**src/rtl/triangle_fetch.sv**
```systemverilog
// Batch triangle fetcher: reads packed vertex words plus one color word per triangle
// over AXI4-Lite (one read in flight) and hands each triangle to a valid/ready stream.
//
// state    | meaning
// IDLE     | waiting for the first start after reset
// RD_VTX   | reading the vertex words of triangle tri_index
// RD_COL   | reading the color word of triangle tri_index
// OUT      | triangle presented, waiting for tri_ready
// DONE     | batch finished or aborted (eoc level), waiting for start
module triangle_fetch #(
    parameter int MADDR_WIDTH = 32,
    parameter int COORD_WIDTH = 16,
    parameter int COLOR_WIDTH = 16,
    parameter int COUNT_WIDTH = 16
) (
    input  logic                                 clk,
    input  logic                                 reset_n,
    input  logic                                 start,
    input  logic [MADDR_WIDTH-1:0]               addr_vertex,
    input  logic [MADDR_WIDTH-1:0]               addr_colors,
    input  logic [COUNT_WIDTH-1:0]               num_triangles,
    output logic                                 tri_valid,
    input  logic                                 tri_ready,
    output logic [2:0][2:0][COORD_WIDTH-1:0]     vertexes,
    output logic [COLOR_WIDTH-1:0]               colors,
    output logic [COUNT_WIDTH-1:0]               tri_index,
    output logic                                 eoc,
    output logic                                 err,
    output logic [MADDR_WIDTH-1:0]               awaddr_m,
    output logic [2:0]                           awprot_m,
    output logic                                 awvalid_m,
    input  logic                                 awready_m,
    output logic                                 wvalid_m,
    input  logic                                 wready_m,
    output logic [31:0]                          wdata_m,
    output logic [3:0]                           wstrb_m,
    input  logic [1:0]                           bresp_m,
    input  logic                                 bvalid_m,
    output logic                                 bready_m,
    output logic [MADDR_WIDTH-1:0]               araddr_m,
    output logic [2:0]                           arprot_m,
    output logic                                 arvalid_m,
    input  logic                                 arready_m,
    input  logic [31:0]                          rdata_m,
    input  logic [1:0]                           rresp_m,
    input  logic                                 rvalid_m,
    output logic                                 rready_m
);

    localparam int VTX_WORDS = (9 * COORD_WIDTH + 31) / 32;
    localparam int WORD_W    = $clog2(VTX_WORDS + 1);

    typedef enum logic [2:0] {S_IDLE, S_RD_VTX, S_RD_COL, S_OUT, S_DONE} state_t;

    state_t                            state_q, state_d;
    logic                              rd_out_q, rd_out_d;
    logic [WORD_W-1:0]                 word_q, word_d;
    logic [MADDR_WIDTH-1:0]            base_vtx_q, base_vtx_d;
    logic [MADDR_WIDTH-1:0]            base_col_q, base_col_d;
    logic [COUNT_WIDTH-1:0]            num_q, num_d;
    logic [COUNT_WIDTH-1:0]            idx_q, idx_d;
    logic                              err_q, err_d;
    logic [VTX_WORDS-1:0][31:0]        vtx_buf_q, vtx_buf_d;
    logic [2:0][2:0][COORD_WIDTH-1:0]  vert_q, vert_d;
    logic [COLOR_WIDTH-1:0]            color_q, color_d;

    logic                              in_read, ar_hs, r_hs, r_fail, last_word;
    logic [COUNT_WIDTH-1:0]            idx_inc;
    logic [32*VTX_WORDS-1:0]           vtx_flat;
    logic [MADDR_WIDTH-1:0]            vtx_off;
    logic                              unused_sig;

    assign vtx_flat   = vtx_buf_q;
    assign unused_sig = ^{awready_m, wready_m, bresp_m, bvalid_m, rresp_m[0], vtx_buf_q};

    always_comb begin
        in_read   = (state_q == S_RD_VTX) || (state_q == S_RD_COL);
        ar_hs     = in_read && !rd_out_q && arready_m;
        r_hs      = rd_out_q && rvalid_m;
        r_fail    = r_hs && rresp_m[1];
        last_word = (word_q == WORD_W'(VTX_WORDS - 1));
        idx_inc   = idx_q + COUNT_WIDTH'(1);
    end

    always_ff @(posedge clk or negedge reset_n) begin
        if (!reset_n) begin
            state_q    <= S_IDLE;
            rd_out_q   <= 1'b0;
            word_q     <= '0;
            base_vtx_q <= '0;
            base_col_q <= '0;
            num_q      <= '0;
            idx_q      <= '0;
            err_q      <= 1'b0;
            vtx_buf_q  <= '0;
            vert_q     <= '0;
            color_q    <= '0;
        end else begin
            state_q    <= state_d;
            rd_out_q   <= rd_out_d;
            word_q     <= word_d;
            base_vtx_q <= base_vtx_d;
            base_col_q <= base_col_d;
            num_q      <= num_d;
            idx_q      <= idx_d;
            err_q      <= err_d;
            vtx_buf_q  <= vtx_buf_d;
            vert_q     <= vert_d;
            color_q    <= color_d;
        end
    end

    always_comb begin
        state_d    = state_q;
        rd_out_d   = rd_out_q;
        word_d     = word_q;
        base_vtx_d = base_vtx_q;
        base_col_d = base_col_q;
        num_d      = num_q;
        idx_d      = idx_q;
        err_d      = err_q;
        vtx_buf_d  = vtx_buf_q;
        vert_d     = vert_q;
        color_d    = color_q;
        if (ar_hs) rd_out_d = 1'b1;
        if (r_hs)  rd_out_d = 1'b0;
        case (state_q)
            S_IDLE, S_DONE: begin
                if (start) begin
                    base_vtx_d = addr_vertex;
                    base_col_d = addr_colors;
                    num_d      = num_triangles;
                    idx_d      = '0;
                    err_d      = 1'b0;
                    word_d     = '0;
                    state_d    = (num_triangles == '0) ? S_DONE : S_RD_VTX;
                end
            end
            S_RD_VTX: begin
                if (r_fail) begin
                    err_d   = 1'b1;
                    state_d = S_DONE;
                end else if (r_hs) begin
                    vtx_buf_d[word_q] = rdata_m;
                    if (last_word) begin
                        word_d  = '0;
                        state_d = S_RD_COL;
                    end else begin
                        word_d = word_q + WORD_W'(1);
                    end
                end
            end
            S_RD_COL: begin
                if (r_fail) begin
                    err_d   = 1'b1;
                    state_d = S_DONE;
                end else if (r_hs) begin
                    // Output registers change only here, so they hold through the next fetch.
                    color_d = rdata_m[COLOR_WIDTH-1:0];
                    for (int v = 0; v < 3; v++) begin
                        for (int c = 0; c < 3; c++) begin
                            vert_d[v][c] = vtx_flat[(3*v+c)*COORD_WIDTH +: COORD_WIDTH];
                        end
                    end
                    state_d = S_OUT;
                end
            end
            S_OUT: begin
                if (tri_ready) begin
                    idx_d   = idx_inc;
                    state_d = (idx_inc == num_q) ? S_DONE : S_RD_VTX;
                end
            end
            default: state_d = S_IDLE;
        endcase
    end

    always_comb begin
        tri_valid = (state_q == S_OUT);
        eoc       = (state_q == S_DONE);
        err       = err_q;
        tri_index = idx_q;
        vertexes  = vert_q;
        colors    = color_q;
        arvalid_m = in_read && !rd_out_q;
        rready_m  = rd_out_q;
        arprot_m  = 3'b000;
        vtx_off   = (MADDR_WIDTH'(idx_q) * MADDR_WIDTH'(VTX_WORDS) + MADDR_WIDTH'(word_q)) << 2;
        if (state_q == S_RD_COL)      araddr_m = base_col_q + (MADDR_WIDTH'(idx_q) << 2);
        else if (state_q == S_RD_VTX) araddr_m = base_vtx_q + vtx_off;
        else                          araddr_m = '0;
        awaddr_m  = '0;
        awprot_m  = 3'b000;
        awvalid_m = 1'b0;
        wvalid_m  = 1'b0;
        wdata_m   = '0;
        wstrb_m   = 4'b0000;
        bready_m  = 1'b0;
    end

endmodule
```
**config.mk**
```make
export PLATFORM = sky130hd
export DESIGN_NAME = triangle_fetch
export DESIGN_NICKNAME = d
export VERILOG_FILES = /design/src/rtl/triangle_fetch.sv
export SDC_FILE = /design/constraint.sdc
export NUM_CORES = 1
export LEC_CHECK = 0
export CORE_ASPECT_RATIO = 1.75
export CORE_MARGIN = 3
export CORE_UTILIZATION = 40
export DETAILED_ROUTE_END_ITERATION = 6
export GPL_TIMING_DRIVEN = 0
export REMOVE_ABC_BUFFERS = 1
export SYNTH_ARGS = -nofsm -noshare
export SYNTH_HDL_FRONTEND = slang
export SYNTH_SLANG_ARGS = --single-unit
```
**constraint.sdc**
```tcl
create_clock -name clk -period 7.9 [get_ports clk]
set_input_delay 1.58 -clock clk [delete_from_list [all_inputs] [get_ports clk]]
set_output_delay 1.58 -clock clk [all_outputs]
set_load 0.01 [all_outputs]
```
Word level (Yosys, flattened, before mapping):

Cells that the tools add are included.

* add/subtract/negate cells: 5
* multiply operators: 1
* $lt $le $gt $ge: 2
* equality and inequality tests: 14
* mux-type cells: 28
* bitwise logic cells: 1
* reduce and logical (&&, ||, !) cells: 22

Operators by type and width (number)
* $bwmux 160: 1
* $demux 32 s3: 1
* $mux 32: 3
* $mux 3: 13
* $add 32x18->32: 1
* $add 32x22->32: 1
* $mux 16: 2
* $pmux 16 s2: 1
* $add 19x3->20: 1
* $mul 16x3->19 const B: 1
* $add 16x1->16 const B: 1
* $eq 16x16->1: 1
* $logic_not 16->1: 1
* $pmux 3 s4: 1
* $reduce_and 3->1: 4
* $ne 3x3->1 const B: 3
* $reduce_bool 2->1: 4
* $eq 3x2->1 const B: 2
* $eq 3x3->1 const B: 2
* $ne 2x2->1 const B: 3
* $pmux 3 s2: 1
* $logic_and 1x1->1: 5
* $reduce_and 5->1: 1
* $lt 3x4->1 const B: 1
* 13 further kinds: 18

* register bits after elaboration: 424
* bits of input ports: 125
* output and inout bits: 290
* logic and storage cells: 96

Longest topological paths before layout:

Gate-level depths: netlist of run 1.

* depth after elaboration: 6
* mapped depth: 18
* depth with buffers taken out: 17

Worst setup path before layout of run 1:

No wires, ideal clock.

* path type: register to output
* from: register idx_q[0], in the netlist tri_index[0]
* to: output araddr_m[21]
* data arrival time: 4.667 ns
* required time: 6.320 ns
* path slack: 1.653 ns
* cell stages (with the launch flop): 18
* buffers on the path: 0
* cell sequence: dfrtp_1 > ha_1 > ha_1 > fa_1 > a21o_1 > a21oi_1 > o21a_1 > o31ai_1 > o211a_1 > or4_1 > nand4_1 > ha_1 > a21oi_1 > o21ai_0 > or3_1 > o211a_4 > or3_1 > a31o_1

* word-level cells in the longest chain between the ends: 5
* elaborated cells on any way between the ends: 6
* classes of those cells: add/sub: 3; mul: 1; mux: 2

RTL lines
* start: declaration: line 61 `logic [COUNT_WIDTH-1:0] idx_q, idx_d;`
* start signal: assignment: line 105 `idx_q <= idx_d;`
* $mul 16x3->19: line 188 `vtx_off = (MADDR_WIDTH'(idx_q) * MADDR_WIDTH'(VTX_WORDS) + MADDR_WIDTH'(word_q)) << 2;`
* $add 19x3->20: line 188
* $add 32x22->32: line 190 `else if (state_q == S_RD_VTX) araddr_m = base_vtx_q + vtx_off;`
* $mux 32: line 190
* $mux 32 *: line 189 `if (state_q == S_RD_COL) araddr_m = base_col_q + (MADDR_WIDTH'(idx_q) << 2);`
* end: declaration: line 40 `output logic [MADDR_WIDTH-1:0] araddr_m,`

Mark *: on every way between the ends. The rest lies on a longest branch, timed or not.

Worst setup path in the final report of run 1:

* from: register idx_q[3], in the netlist tri_index[3]
* to: output araddr_m[24]

The elaborated chain is that of the path after synthesis.

==> flow_summary.json, run 1 <==
{
  "global_route.usage.total": 0.205,
  "yosysSeqAreaShare": 0.501,
  "final_hold_viol_count": 0,
  "initial_utilization": 0.408,
  "cts.sinks": 408,
  "layout-drive-gt1-share": 0.208,
  "synthTopCellsByCount": "sky130_fd_sc_hd__dfrtp_1 (408), sky130_fd_sc_hd__mux2_2 (304), sky130_fd_sc_hd__nand2_1 (268)",
  "ioPinCount": 415,
  "final_util": 0.518,
  "worst_ir_drop_vdd_uv": 234,
  "fillerInstances": 4414,
  "finalSetupViolations": 0,
  "grt_max_degree": 97,
  "timing.slew.headroom": 0.209,
  "timing.setup.critical_path_class": "register to output pin",
  "place_worst_setup_slack_ps": 659,
  "powerDensity_nw_per_um2": 291,
  "syn_avg_cell_area_um2": 11.5,
  "cells_along_the_critical_path": "ha_1, ha_1, ha_1, a21o_1, a21oi_2, o21a_1, o31ai_1, o211a_1, xor2_1, ha_1, a21o_1, a21o_1, a21oi_1, a2bb2oi_1, nand3_2, nand4_1, or3b_1, clkdlybuf4s50_1",
  "clock_skew_ps": 25.8,
  "worstHoldPathCells": 2,
  "post_cts_hold_buffer_count": 0,
  "power.leakage_nw": 12.5,
  "post_cts_setup_buffer_count": 0,
  "finalNetCount": 2319,
  "htree_levels": 2,
  "num_rows": 108,
  "clk_pin_slew_ps": 60,
  "cpMostUsedCell": "sky130_fd_sc_hd__ha_1",
  "worst-r2r-cell-count": 8,
  "first_iter_violations": 630,
  "post-route-drc-count": 0,
  "post_drt_via_cell_ratio": 5.18,
  "number_of_enable_type_register_cells_in_the_synthesized_netlist": 0,
  "worstHoldEndpoint": "base_vtx_q[1]$_DFFE_PN0P_",
  "total_core_area_um2": 50000,
  "critPathArrivalTime_ps": 6060,
  "avgRoutedWirePerCell_um": 20.1,
  "first_global_vias": 15402,
  "antenna_found_initial": 15,
  "cts.path.max_buffers": 3,
  "die_outline_area_um2": 53800,
  "cts_tree": "yes",
  "gp_congestion": 0.854,
  "dominantRegCellSynth": "sky130_fd_sc_hd__dfrtp_1",
  "final_area_um2": 25900,
  "ys.warnings.count": 0,
  "cell_type_with_the_highest_aggregate_area_in_the_netlist": "sky130_fd_sc_hd__dfrtp_1",
  "postCtsResizedCells": 0,
  "clk-insertion-delay-late_ps": 570,
  "area_growth_pct": 27.2,
  "cp-end-kind": "output pin",
  "synth_top_area_frac": 0.501,
  "first_pass_iters": 4,
  "startpoint_type": "register",
  "chipWidth_um": 177,
  "finalCritPeriodShare": 0.967,
  "dpl-instance-area_um2": 24500,
  "yosys-top-cells-area": "sky130_fd_sc_hd__dfrtp_1 (50%), sky130_fd_sc_hd__mux2_2 (17%), sky130_fd_sc_hd__ha_1 (5.3%)",
  "run_status": "complete, no violations",
  "period_minus_slack_ps": 7640,
  "timing.critical_path.slowest_cell_delay_ps": 670,
  "syn_area_um2": 20400,
  "placement.io_buffers": 331,
  "hp-class": "register to register",
  "final.setup.worst_slack_ps": 264,
  "cp_slowest_cell": "sky130_fd_sc_hd__dfrtp_1",
  "routed_wirelength_um": 56300,
  "antenna_violating_nets_post_route": 0,
  "synth.distinct_cells": 84,
  "detailed_place_hpwl_um": 41400,
  "final-max-slew-violation-count": 0,
  "post-layout-total-power_w": 0.00755,
  "max-cap-violations": 0,
  "cp.required_ps": 6320,
  "synth_cells": 1780,
  "reg2reg_slack_ps": 4280,
  "grt_pass1_wl_um": 87300,
  "timing.rr.start": "state_q[0]$_DFFE_PN0P_",
  "hold_path.startpoint": "base_vtx_q[1]$_DFFE_PN0P_",
  "setup_repair_after_global_routing_missed_its_margin": "no",
  "timing.rr.end": "vertexes[88]$_DFFE_PN0P_",
  "synth.ff_latch_count": 408,
  "die_h_um": 305,
  "timing.critical_path.fanout_max": 11,
  "clk_root_buffer_cell": "sky130_fd_sc_hd__clkbuf_16",
  "worst_pin_slew_ps": 1180,
  "maxClockFrequency_mhz": 131,
  "cts_buffers": 40,
  "via_count": 14529,
  "most_frequent_cell_after_synthesis": "sky130_fd_sc_hd__dfrtp_1",
  "grt.overflow.total": 0,
  "synth_async_sr_flop_share": 1.00
}
==> cell families (layout without fill, tap and decap cells) <==
logic type / Yosys count / in the layout / share of synthesized area
flops: 408 / 408 / 0.501
xor+xnor: 76 / 76 / 0.0347
simple gates: 476 / 476 / 0.108
other cells: 1 / 87 / 0.000184
compound gates: 241 / 241 / 0.0810
mux: 307 / 307 / 0.169
fa+ha+maj: 90 / 90 / 0.0564
buf+inv: 181 / 458 / 0.0494
==> power breakdown <==
part / leakage [nW] / switching (W) / internal (W)
registers: 5.46 / 0.000401 / 0.00265
logic: 6.32 / 0.00126 / 0.00125
clock network: 0.667 / 0.000848 / 0.00113
==> registers in the layout, summed over array words and instances, names as in the netlist <==
register    cells
vertexes      144
colors         16
base_vtx_q     32
rready_m        1
num_q          16
word_q          3
state_q         3
base_col_q     32
err             1
vtx_buf_q     144
tri_index      16
==> final cells by class <==
class,instances,area (um2),share of cell area
clock buffers,57,1150,0.0446
inverters,32,120,0.00463
repair buffers,355,3870,0.149
clock inverters,14,209,0.00806
well taps,660,826,0.0319
multi-input cells,1267,9500,0.366
flip-flops and latches,408,10200,0.394
diodes,10,25.0,0.000965
==> layer usage <==
layer  global-route usage  wire length, um  vias to the layer above
met5                    0               69                        -
met4               0.0710             1730                       10
met3               0.0825             5350                       98
met2                0.358            28700                      418
met1                0.225            20500                     7210
li1                     -                -                     6793
==> placed cells by master, fill, tap and decap left out, types with 8 or more instances in the layout <==
| master | Yosys | layout |
|---|---|---|
| sky130_fd_sc_hd__nor2_1 | 49 | 49 |
| sky130_fd_sc_hd__clkbuf_16 | 0 | 40 |
| sky130_fd_sc_hd__a21oi_1 | 44 | 43 |
| sky130_fd_sc_hd__mux2_2 | 304 | 304 |
| sky130_fd_sc_hd__clkdlybuf4s50_1 | 0 | 330 |
| sky130_fd_sc_hd__xnor2_1 | 44 | 44 |
| sky130_fd_sc_hd__o22ai_1 | 14 | 14 |
| sky130_fd_sc_hd__diode_2 | 0 | 10 |
| sky130_fd_sc_hd__xor2_1 | 29 | 29 |
| sky130_fd_sc_hd__clkbuf_8 | 1 | 9 |
| sky130_fd_sc_hd__a31oi_1 | 12 | 12 |
| sky130_fd_sc_hd__dfrtp_1 | 408 | 406 |
| sky130_fd_sc_hd__o31ai_1 | 15 | 15 |
| sky130_fd_sc_hd__o211ai_1 | 11 | 11 |
| sky130_fd_sc_hd__or3_1 | 11 | 11 |
| sky130_fd_sc_hd__nor4_1 | 10 | 10 |
| sky130_fd_sc_hd__nand3_1 | 34 | 31 |
| sky130_fd_sc_hd__inv_1 | 30 | 30 |
| sky130_fd_sc_hd__clkbuf_1 | 38 | 8 |
| sky130_fd_sc_hd__nand2_1 | 268 | 266 |
| sky130_fd_sc_hd__a211oi_1 | 12 | 12 |
| sky130_fd_sc_hd__conb_1 | 1 | 77 |
| sky130_fd_sc_hd__nor3_1 | 24 | 24 |
| sky130_fd_sc_hd__o21ai_0 | 56 | 56 |
| sky130_fd_sc_hd__and3_1 | 12 | 12 |
| sky130_fd_sc_hd__ha_1 | 87 | 87 |
| sky130_fd_sc_hd__a21o_1 | 15 | 15 |
| sky130_fd_sc_hd__o21a_1 | 11 | 11 |
| sky130_fd_sc_hd__nand4_1 | 20 | 20 |
| sky130_fd_sc_hd__buf_16 | 0 | 15 |
==> worst max-delay path by stage <==
stage | slack, ps | to | depth (start not counted) | start
after floorplan | -800 | colors[0]$_DFFE_PN0P_ | 3 | rvalid_m
after global placement | -12400 | base_vtx_q[24]$_DFFE_PN0P_ | 1 | reset_n
after detailed placement | 660 | araddr_m[21] | 18 | tri_index[2]$_DFFE_PN0P_
after CTS | 20 | araddr_m[21] | 18 | tri_index[2]$_DFFE_PN0P_
after global routing | 40 | araddr_m[24] | 18 | tri_index[3]$_DFFE_PN0P_
final | 260 | araddr_m[24] | 18 | tri_index[3]$_DFFE_PN0P_
==> per-stage QoR <==
stage	TNS, ps	cells	hold WS (ps)
after floorplan	-128690	1707	446
after global placement	-5862650	2698	460
after detailed placement	0	2722	465
after CTS	0	2793	480
after global routing	0	2797	509
final	0	2803	475
==> critical path, delay by kind of cell (launching register included) <==
family	cells	cell delay (ps)
flops	1	670
simple gates	3	750
buf+inv	1	480
compound gates	9	1970
fa+ha+maj	4	1370
xor+xnor	1	260
Power figures use the tool's default switching activity.
==> run 2, diff against run 1 <==
DONT_BUFFER_PORTS = 1   (was unset)
==> flow_summary.json, run 2 (synthesis gave the netlist of run 1 again) <==
{
  "cp.required_ps": 6320,
  "critical_path_buf_inv_count": 0,
  "finalSetupViolations": 0,
  "cts.sinks": 408,
  "post-route-drc-count": 0,
  "place_worst_setup_slack_ps": 1020,
  "dpl-instance-area_um2": 21000,
  "maxClockFrequency_mhz": 133,
  "setup_repair_after_global_routing_missed_its_margin": "no",
  "max-cap-violations": 0,
  "timing.rr.end": "vertexes[127]$_DFFE_PN0P_",
  "via_count": 13281,
  "grt.overflow.total": 0,
  "grt_max_degree": 409,
  "cp_slowest_cell": "sky130_fd_sc_hd__dfrtp_1",
  "powerDensity_nw_per_um2": 312,
  "detailed_place_hpwl_um": 38300,
  "clock_skew_ps": 20.8,
  "post_drt_via_cell_ratio": 5.39,
  "postCtsResizedCells": 0,
  "area_growth_pct": 10.2,
  "critical-path-top-delay-family": "compound AO/OA/AOI/OAI gates",
  "final-seq-area_um2": 10200,
  "avgRoutedWirePerCell_um": 21.5,
  "worst_pin_slew_ps": 1100,
  "htree_levels": 2,
  "commonest_non_fill_non_tap_cells_in_the_layout": "sky130_fd_sc_hd__dfrtp_1 (408), sky130_fd_sc_hd__mux2_2 (304), sky130_fd_sc_hd__nand2_1 (266), sky130_fd_sc_hd__ha_1 (87), sky130_fd_sc_hd__conb_1 (77)",
  "finalNetCount": 1983,
  "hp-class": "register to register",
  "critPathArrivalTime_ps": 5920,
  "clk_root_buffer_cell": "sky130_fd_sc_hd__clkbuf_16",
  "final.setup.worst_slack_ps": 402,
  "post-layout-total-power_w": 0.00701,
  "total_core_area_um2": 50000,
  "worstHoldPathCells": 2,
  "ioPinCount": 415,
  "first_global_vias": 13904,
  "cells_along_the_critical_path": "ha_1, ha_1, fa_1, a21o_1, a21oi_1, o21a_1, o31ai_1, o211a_1, or4_1, nand4_1, ha_1, a21oi_1, o21ai_0, or3_1, o211a_4, or3_1, a31o_1",
  "layout_commonest_cell": "sky130_fd_sc_hd__dfrtp_1",
  "first_iter_violations": 671,
  "gp_congestion": 0.858,
  "cts_buffers": 40,
  "layout-drive-gt1-share": 0.244,
  "startpoint_type": "register",
  "antenna_violating_nets_post_route": 0,
  "placement.io_buffers": 0,
  "final_area_um2": 22500,
  "antenna_found_initial": 9,
  "power.leakage_nw": 11.2,
  "cts.path.max_buffers": 3,
  "routed_wirelength_um": 53000,
  "initial_utilization": 0.408,
  "num_rows": 108,
  "first_pass_iters": 7,
  "reg2reg_slack_ps": 4490,
  "worst-path-stages": 17,
  "post_cts_hold_buffer_count": 0,
  "timing.rr.start": "state_q[0]$_DFFE_PN0P_",
  "cts_tree": "yes",
  "cpMostUsedCell": "sky130_fd_sc_hd__ha_1",
  "multi_input_gate_area_um2": 9490,
  "final-max-slew-violation-count": 0,
  "die_outline_area_um2": 53800,
  "timing.setup.critical_path_class": "register to output pin",
  "period_minus_slack_ps": 7500,
  "final_hold_viol_count": 0,
  "cp-end-kind": "output pin",
  "worst-r2r-cell-count": 9,
  "clk-insertion-delay-late_ps": 570,
  "timing.critical_path.slowest_cell_delay_ps": 770,
  "timing.critical_path.fanout_max": 12,
  "timing.slew.headroom": 0.267,
  "post_cts_setup_buffer_count": 0,
  "worst_setup_path_startpoint": "tri_index[2]$_DFFE_PN0P_",
  "fillerInstances": 4664,
  "clk_pin_slew_ps": 60,
  "chipWidth_um": 177,
  "die_h_um": 305,
  "grt_pass1_wl_um": 80900,
  "crit_end": "araddr_m[21]",
  "run_status": "complete, no violations",
  "worst_ir_drop_vdd_uv": 283,
  "global_route.usage.total": 0.192,
  "finalCritPeriodShare": 0.949
}
run 2: report_power, final:
| group | switching (W) | total [W] | internal (W) |
|---|---|---|---|
| clock network | 0.000874 | 0.00204 | 0.00117 |
| logic | 0.00101 | 0.00180 | 0.000794 |
| registers | 0.000520 | 0.00317 | 0.00265 |
run 2: worst min path at each step:
stage                                    start                          to  slack, ps
global route        base_col_q[11]$_DFFE_PN0P_  base_col_q[11]$_DFFE_PN0P_        500
CTS                  base_col_q[2]$_DFFE_PN0P_   base_col_q[2]$_DFFE_PN0P_        490
finish               base_col_q[2]$_DFFE_PN0P_   base_col_q[2]$_DFFE_PN0P_        480
global placement     base_vtx_q[1]$_DFFE_PN0P_   base_vtx_q[1]$_DFFE_PN0P_        460
detailed placement   base_col_q[2]$_DFFE_PN0P_   base_col_q[2]$_DFFE_PN0P_        470
floorplan            base_col_q[0]$_DFFE_PN0P_   base_col_q[0]$_DFFE_PN0P_        450
run 2: final cells by class:
type | count | area share
clock inverter | 23 | 0.0144
inverter | 32 | 0.00535
tap | 660 | 0.0368
clock buffer | 51 | 0.0486
timing repair buffer | 19 | 0.0175
antenna | 3 | 0.000334
sequential | 408 | 0.454
multi-input combinational | 1267 | 0.423
run 2: per-stage QoR:
stage | util | instances | hold slack [ps] | setup TNS [ps]
floorplan | - | 1707 | 446 | -128690
global placement | 0.412 | 2367 | 459 | -727440
detailed placement | 0.421 | 2386 | 471 | 0
CTS | 0.449 | 2460 | 487 | 0
global route | 0.449 | 2460 | 503 | 0
finish | 0.449 | 2463 | 476 | 0
run 2: routing by layer:
metal  vias up  part of all wire  global-route usage
met1      6639              0.34               0.196
met5         -            0.0016                   0
met2       437              0.52               0.349
met3        90              0.11              0.0864
met4        12             0.028              0.0554
li1       6103                 -                   -
run 2: worst register-to-register path, stage by stage, from the launching register on:
cell and delay, ps:
sky130_fd_sc_hd__dfrtp_1 560, sky130_fd_sc_hd__nand3b_2 800, sky130_fd_sc_hd__nor3_4 460, sky130_fd_sc_hd__buf_16 210, sky130_fd_sc_hd__buf_8 180, sky130_fd_sc_hd__buf_16 170
sky130_fd_sc_hd__buf_16 180, sky130_fd_sc_hd__buf_16 180, sky130_fd_sc_hd__buf_16 180, sky130_fd_sc_hd__mux2_2 370
